File: src/rtl/onehot_decoder_pkg.sv
// Shared types and helpers for the registered binary-to-one-hot decoder.
// Decode results are sized for the widest legal configuration; callers slice.
package onehot_decoder_pkg;

    localparam int unsigned MAX_WIDTH = 256;

    typedef struct packed {
        logic [MAX_WIDTH-1:0] onehot;
        logic                 error;
    } payload_t;

    function automatic int idx_width(input int unsigned width);
        return (width <= 2) ? 1 : $clog2(width);
    endfunction

    // Out-of-range indices yield an all-zero vector with the error bit set.
    function automatic payload_t decode_onehot(input int unsigned idx, input int unsigned width);
        payload_t p;
        p = '0;
        if (idx < width)
            p.onehot = {{(MAX_WIDTH-1){1'b0}}, 1'b1} << idx;
        else
            p.error = 1'b1;
        return p;
    endfunction

endpackage

File: src/rtl/decoder_skid_buffer.sv
// Two-entry valid/ready skid stage: OUT drives the master side, SKID catches
// the one beat accepted while OUT is stalled. s_ready comes from a register.
module decoder_skid_buffer #(
    parameter int DATA_W = 8
) (
    input  logic              clk,
    input  logic              rst,
    input  logic [DATA_W-1:0] s_data,
    input  logic              s_valid,
    output logic              s_ready,
    output logic [DATA_W-1:0] m_data,
    output logic              m_valid,
    input  logic              m_ready
);

    logic              out_vld, skid_vld;
    logic [DATA_W-1:0] out_data, skid_data;
    logic              s_fire, m_fire;

    assign s_ready = ~rst & ~skid_vld;
    assign m_valid = out_vld;
    assign m_data  = out_data;
    assign s_fire  = s_valid & s_ready;
    assign m_fire  = out_vld & m_ready;

    always_ff @(posedge clk) begin
        if (rst) begin
            out_vld   <= 1'b0;
            skid_vld  <= 1'b0;
            out_data  <= '0;
            skid_data <= '0;
        end else if (m_fire || !out_vld) begin
            // OUT is free after this edge: refill from SKID first to keep FIFO order.
            if (skid_vld) begin
                out_data <= skid_data;
                out_vld  <= 1'b1;
                skid_vld <= 1'b0;
            end else if (s_fire) begin
                out_data <= s_data;
                out_vld  <= 1'b1;
            end else begin
                out_vld  <= 1'b0;
            end
        end else if (s_fire) begin
            skid_data <= s_data;
            skid_vld  <= 1'b1;
        end
    end

endmodule

File: src/rtl/onehot_decoder_reg.sv
// Registered binary-to-one-hot decoder with out-of-range flagging and a
// sticky error bit; storage and handshakes live in the skid stage.
module onehot_decoder_reg
    import onehot_decoder_pkg::*;
#(
    parameter  int unsigned WIDTH = 4,
    localparam int          IDX_W = idx_width(WIDTH)
) (
    input  logic             clk,
    input  logic             rst,
    input  logic [IDX_W-1:0] s_index,
    input  logic             s_valid,
    output logic             s_ready,
    output logic [WIDTH-1:0] m_onehot,
    output logic             m_error,
    output logic             m_valid,
    input  logic             m_ready,
    output logic             err_sticky,
    input  logic             err_clear
);

    payload_t dec;

    assign dec = decode_onehot(32'(s_index), WIDTH);

    // Bits above WIDTH are constant zero by construction.
    if (WIDTH < MAX_WIDTH) begin : g_hi
        logic unused_hi;
        assign unused_hi = |dec.onehot[MAX_WIDTH-1:WIDTH];
    end

    decoder_skid_buffer #(
        .DATA_W (WIDTH + 1)
    ) u_skid (
        .clk     (clk),
        .rst     (rst),
        .s_data  ({dec.onehot[WIDTH-1:0], dec.error}),
        .s_valid (s_valid),
        .s_ready (s_ready),
        .m_data  ({m_onehot, m_error}),
        .m_valid (m_valid),
        .m_ready (m_ready)
    );

    // A new error on the same edge as a clear wins.
    always_ff @(posedge clk) begin
        if (rst)
            err_sticky <= 1'b0;
        else if (s_valid && s_ready && dec.error)
            err_sticky <= 1'b1;
        else if (err_clear)
            err_sticky <= 1'b0;
    end

endmodule

File: config.mk
export PLATFORM = sky130hd
export DESIGN_NAME = onehot_decoder_reg
export DESIGN_NICKNAME = d
export VERILOG_FILES = /design/src/rtl/onehot_decoder_pkg.sv /design/src/rtl/decoder_skid_buffer.sv /design/src/rtl/onehot_decoder_reg.sv
export SDC_FILE = /design/constraint.sdc
export NUM_CORES = 1
export LEC_CHECK = 0
export ABC_AREA = 1
export CORE_MARGIN = 8
export CORE_UTILIZATION = 40
export DETAILED_ROUTE_END_ITERATION = 8
export HOLD_SLACK_MARGIN = 0.15
export PLACE_DENSITY = 0.79
export SLEW_MARGIN = 30
export SYNTH_ARGS = -nofsm -noshare
export SYNTH_HDL_FRONTEND = slang
export SYNTH_SLANG_ARGS = --single-unit
export TNS_END_PERCENT = 5
File: constraint.sdc
create_clock -name clk -period 3.1 [get_ports clk]
set_clock_uncertainty 0.1 [all_clocks]
set_input_delay 0.62 -clock clk [delete_from_list [all_inputs] [get_ports clk]]
set_output_delay 0.62 -clock clk [all_outputs]
set_load 0.02 [all_outputs]
==> results.py, run 1 <==
metrics = {
    "floorplanning": {
        "core_mm2": 0.001285,
        "die_w_um": 52.68,
        "rows": 13,
        "io_pins": 15,
        "initial_utilization": 0.4187,
        "dieArea_mm2": 0.002775,
        "die_y_um": 52.68,
    },
    "clock_tree": {
        "cts_tree": "done",
        "cts_setup_buffers": 0,
        "clk_pin_slew_ns": 0.07,
        "worstSkewPairLatency_ns": 0.26,
        "postCtsHoldBufs": 0,
        "htree_levels": 1,
        "cts_sinks": 10,
        "cts_made_buffers": 3,
        "cts_resized": 0,
        "cts_root_buf": "clkbuf_4",
        "clk_path_buf_depth": 2,
    },
    "power": {
        "p_leak_nw": 0.3288,
        "ir_worst_vdd_v": 0.0002313,
        "p_per_area_mw_per_mm2": 446.5,
    },
    "cells_and_area": {
        "syn2layout_area_growth_pct": 28.60,
        "fin_cells": 106,
        "utilization": 0.5385,
        "layout.nets": 99,
        "diodes": 0,
        "drive_gt1_frac": 0.1429,
        "design_area_um2": 691.9,
    },
    "grt": {
        "grt_usage": 0.07317,
        "grt_max_degree": 10,
        "grt_pass1_vias": 382,
        "grt_pass1_wl_mm": 1.538,
        "antenna_found_initial": 0,
        "overflow": 0,
    },
    "logic_synthesis": {
        "syn_area_um2": 538.0,
        "synth-edff-count": 0,
        "synth_top_cell_area_share": 0.3721,
        "syn_avg_cell_area_um2": 6.987,
        "synthCells": 77,
        "ys_async_sr_fraction": 0,
        "synth_top_cells_by_count": "nand2_1 (18), nor2_1 (15), inv_1 (11)",
        "synth_warnings": 0,
        "synth_largest_area_cell": "dfxtp_1",
        "yosysSeqAreaShare": 0.3721,
        "ys_ff_latch": 10,
        "synth_top_cells_by_area": "dfxtp_1 (37%), nand2_1 (13%), nor2_1 (10%)",
        "yosys.cell_count.top_type": "nand2_1",
        "synth_ff_type": "dfxtp_1",
        "yosysUniqueCellTypes": 15,
    },
    "sta": {
        "slew_violations": 0,
        "rsz0062_at_grt": "false",
        "finalCritPeriodShare": 0.8657,
        "tns_ns": 0,
        "setup_viol_count_final": 0,
        "max_freq_ghz": 0.3726,
        "hold_violations": 0,
        "layout_min_cycle_time_ns": 2.684,
    },
    "status": {
        "status": "complete, no violations",
    },
    "routing": {
        "met1_length_um": 442,
        "vias": 455,
        "route.antenna.remaining_nets": 0,
        "wl_per_cell_um": 8.736,
        "wl_met2_um": 403,
        "drt_iter0_drc": 7,
        "drc": 0,
        "top_layer_used": "met4",
        "vias_per_cell": 4.292,
        "wl_um": 926,
        "dr.pass1.iters": 4,
        "wl_met3_um": 74,
    },
    "run": {
        "cap_violations": 0,
    },
    "min_path": {
        "worstHoldPathCells": 4,
        "hold_start": "u_skid.m_data[3]",
        "hold_class": "reg -> reg",
        "min_to": "u_skid.m_data[3]",
    },
    "worst_setup_path": {
        "r2r-end": "u_skid.m_data[2]",
        "reg2reg_depth": 7,
        "critPathKind": "in -> out",
        "cp.required_ns": 2.38,
        "arrival_ns": 1.96,
        "cp-end-kind": "output port",
        "critPathMaxFanout": 5,
        "rrSetupSlack_ns": 2.06,
        "critical_path.startpoint_type": "primary input",
        "rr_startpoint": "u_skid.m_valid",
    },
    "place": {
        "dp_hpwl_um": 681.8,
        "dpl_cell_area_um2": 655.6,
        "placed_cells": 102,
        "gp_congestion": 0.7335,
        "io_buffers": 11,
    },
}
==> critical path, stage by stage <==
cell and delay [ns]:
clkdlybuf4s50_1 0.54, nor2_4 0.18, clkdlybuf4s50_1 0.62
==> where the power goes <==
group	leakage (nW)	total (W)	switching, W	internal, W
Sequential	0.0815	0.000136	0.00000234	0.000134
Clock	0.0210	0.000116	0.0000451	0.0000713
Combinational	0.226	0.0000563	0.0000309	0.0000254
==> cell families after synthesis <==
group / after synthesis / share of synthesized area
simple gates: 40 / 0.3535
buf+inv: 17 / 0.1581
compound gates: 9 / 0.1093
other cells: 1 / 0.006970
flops: 10 / 0.3721
==> how the worst max path moves through the flow <==
stage          cells after the start      end  slack [ns]  from
6_report                           3  s_ready        0.42   rst
5_1_grt                            3  s_ready        0.36   rst
4_1_cts                            3  s_ready        0.41   rst
3_5_place_dp                       3  s_ready        0.41   rst
3_3_place_gp                       3  s_ready        0.42   rst
2_1_floorplan                      1  s_ready        1.60   rst
==> stage by stage <==
stage                     hold WS [ns]  total power, W  worst slack (ns)
after global routing            0.4404       0.0003255            0.3616
after floorplan                 0.3895       0.0001740             1.595
after detailed placement        0.4082       0.0001957            0.4082
after global placement          0.4004       0.0001950            0.4246
after CTS                       0.4199       0.0003141            0.4082
final                           0.4150       0.0003090            0.4163
==> metal layers <==
| metal | global-route usage | vias to the layer above |
|---|---|---|
| met4 | 0.05172 | 0 |
| met1 | 0.08480 | 189 |
| li1 | - | 254 |
| met3 | 0.02841 | 2 |
| met2 | 0.1067 | 10 |
| met5 | 0 | - |
==> flip-flops by register name, indices dropped and copies added (netlist names) <==
| name | flops |
|---|---|
| u_skid.m_valid | 1 |
| u_skid.skid_vld | 1 |
| u_skid.m_data | 4 |
| u_skid.skid_data | 4 |
==> placed cells by master, fill, tap and decap left out <==
cell,Yosys,routed
dfxtp_1,10,10
inv_2,3,3
o21bai_4,1,1
conb_1,1,2
clkdlybuf4s50_1,0,11
nand3_1,3,3
bufinv_8,1,1
o21ai_0,4,4
inv_1,11,11
nor2_1,15,15
nand3_4,1,1
nand2_1,18,18
a21oi_1,4,4
nor2_4,2,2
clkbuf_4,0,3
nand2_4,1,1
clkbuf_8,0,1
==> layout make-up <==
type / count / area [um2]
Timing Repair Buffer: 11 / 110.1
Clock buffer: 4 / 36.28
Sequential cell: 10 / 200.2
Multi-Input combinational cell: 51 / 256.5
Tap cell: 15 / 18.77
Inverter: 15 / 70.07
Fill cell: 135 / 593.1
(Power assumes the default switching activity.)
==> inputs of run 2 (changes only) <==
--- a/config.mk
+++ b/config.mk
@@ -6,8 +6,9 @@
 export NUM_CORES = 1
 export LEC_CHECK = 0
 export ABC_AREA = 1
-export CORE_MARGIN = 8
+export CORE_MARGIN = 5
 export CORE_UTILIZATION = 40
+export CTS_CLUSTER_DIAMETER = 80
 export DETAILED_ROUTE_END_ITERATION = 8
 export HOLD_SLACK_MARGIN = 0.15
 export PLACE_DENSITY = 0.79
==> run 2 against run 1 <==
Combinational power is essentially flat. Clock power about the same. Die area shrank 21%. Non-clock buffer count is the same. Clock-buffer cell count is the same. Global-route usage grew 2.9 points. Sequential cell count stayed put. Register-to-register slack barely moved. Hold slack got worse by 0.0040 ns. Routed wire length up 1.1%. Maximum frequency rose by 0.24%. Critical path depth unchanged.
==> results.py, run 2 (synthesized netlist as in run 1, its figures left out) <==
metrics = {
    "status": {
        "status": "complete, no violations",
    },
    "clock_tree": {
        "clk_path_buf_depth": 2,
        "postCtsHoldBufs": 0,
        "cts_made_buffers": 3,
        "worstSkewPairLatency_ns": 0.27,
        "htree_levels": 1,
        "cts_setup_buffers": 0,
        "cts_root_buf": "clkbuf_4",
        "cts_sinks": 10,
        "clk_pin_slew_ns": 0.07,
        "cts_tree": "done",
        "cts_resized": 0,
    },
    "floorplanning": {
        "core_mm2": 0.001285,
        "rows": 13,
        "die_w_um": 46.68,
        "io_pins": 15,
        "initial_utilization": 0.4187,
        "dieArea_mm2": 0.002179,
        "die_y_um": 46.68,
    },
    "sta": {
        "hold_violations": 0,
        "max_freq_ghz": 0.3735,
        "setup_viol_count_final": 0,
        "finalCritPeriodShare": 0.8636,
        "slew_violations": 0,
        "hold_ws_ns": 0.4110,
        "rsz0062_at_grt": "false",
        "layout_min_cycle_time_ns": 2.677,
        "tns_ns": 0,
    },
    "worst_setup_path": {
        "arrival_ns": 1.96,
        "max_stage_delay_ns": 0.62,
        "critical_path.startpoint_type": "primary input",
        "cp_common_cell": "clkdlybuf4s50_1",
        "crit_chain": "clkdlybuf4s50_1 > nor2_4 > clkdlybuf4s50_1",
        "cp.required_ns": 2.38,
        "cpMaxStageDelayCell": "clkdlybuf4s50_1",
        "critPathKind": "in -> out",
        "cp-end-kind": "output port",
        "critPathMaxFanout": 5,
    },
    "routing": {
        "vias": 461,
        "drt_iter0_drc": 4,
        "wl_um": 936,
        "dr.pass1.iters": 4,
        "route.antenna.remaining_nets": 0,
        "drc": 0,
        "vias_per_cell": 4.349,
        "wl_per_cell_um": 8.830,
    },
    "run": {
        "cap_violations": 0,
    },
    "grt": {
        "grt_usage": 0.1019,
        "antenna_found_initial": 0,
        "grt_pass1_wl_mm": 1.545,
        "grt_max_degree": 10,
        "overflow": 0,
        "grt_pass1_vias": 421,
    },
    "min_path": {
        "hold_class": "reg -> reg",
    },
    "cells_and_area": {
        "syn2layout_area_growth_pct": 28.60,
        "layout.nets": 99,
        "final_common_cell": "nand2_1",
        "layout_common_cells": "nand2_1 (18), nor2_1 (15), inv_1 (11), clkdlybuf4s50_1 (11), dfxtp_1 (10)",
        "diodes": 0,
        "drive_gt1_frac": 0.1429,
    },
    "power": {
        "switching_share": 0.2594,
        "p_clk_frac": 0.381,
        "p_leak_nw": 0.3288,
        "p_per_area_mw_per_mm2": 450.2,
        "p_int_w": 0.0002307,
        "p_sw_w": 0.00008080,
        "pwr-share-seq": 0.438,
        "ir_worst_vdd_v": 0.0003380,
        "combPwrFrac": 0.181,
    },
    "place": {
        "gp_congestion": 0.7678,
        "dp_hpwl_um": 733.6,
        "io_buffers": 11,
    },
}
[run 2: power groups by stage]
stage	Combinational [W]	Sequential [W]	Clock (W)
after global routing	0.0000626	0.000137	0.000130
after floorplan	0.0000291	0.000145	0
after CTS	0.0000570	0.000136	0.000121
final	0.0000565	0.000136	0.000119
after global placement	0.0000557	0.000139	0
after detailed placement	0.0000568	0.000139	0
[run 2: final cells by class]
type / instances / area (um2)
fill: 123 / 593.1
clock buffer: 4 / 36.28
tap: 15 / 18.77
multi-input combinational: 51 / 256.5
inverter: 15 / 70.07
sequential: 10 / 200.2
timing repair buffer: 11 / 110.1
[run 2: critical path: cells and delay by family]
kind	cells	cell delay, ns
buffers and inverters	2	1.16
AND/OR/NAND/NOR	1	0.17
[run 2: routing by layer]
metal  part of all wire  global-route usage  up-vias
met2               0.48              0.1676       11
met4             0.0064             0.04972        0
met5                  0                   0        -
met3              0.068             0.04688        2
met1               0.44              0.1093      196
li1                   -                   -      252
[run 2: metrics by stage]
step | area (um2) | instances | worst slack, ns | util | power, W
2_1_floorplan | 541.8 | 78 | 1.595 | - | 0.0001740
6_report | 691.9 | 106 | 0.4228 | 0.5385 | 0.0003115
4_1_cts | 691.9 | 106 | 0.4175 | 0.5385 | 0.0003144
5_1_grt | 691.9 | 106 | 0.3882 | 0.5385 | 0.0003293
3_5_place_dp | 655.6 | 102 | 0.4175 | 0.5102 | 0.0001963
3_3_place_gp | 655.6 | 102 | 0.4294 | 0.5102 | 0.0001949
[run 2: worst paths after layout]
| kind | from | endpoint | slack, ns | cells after the start |
|---|---|---|---|---|
| hold / removal | u_skid.m_data[3] | u_skid.m_data[3] | 0.41 | 4 |
| hold reg to reg | u_skid.m_data[3] | u_skid.m_data[3] | 0.41 | 4 |
| setup reg to reg | u_skid.skid_vld | u_skid.m_data[1] | 2.05 | 4 |
| setup / recovery | rst | s_ready | 0.42 | 3 |
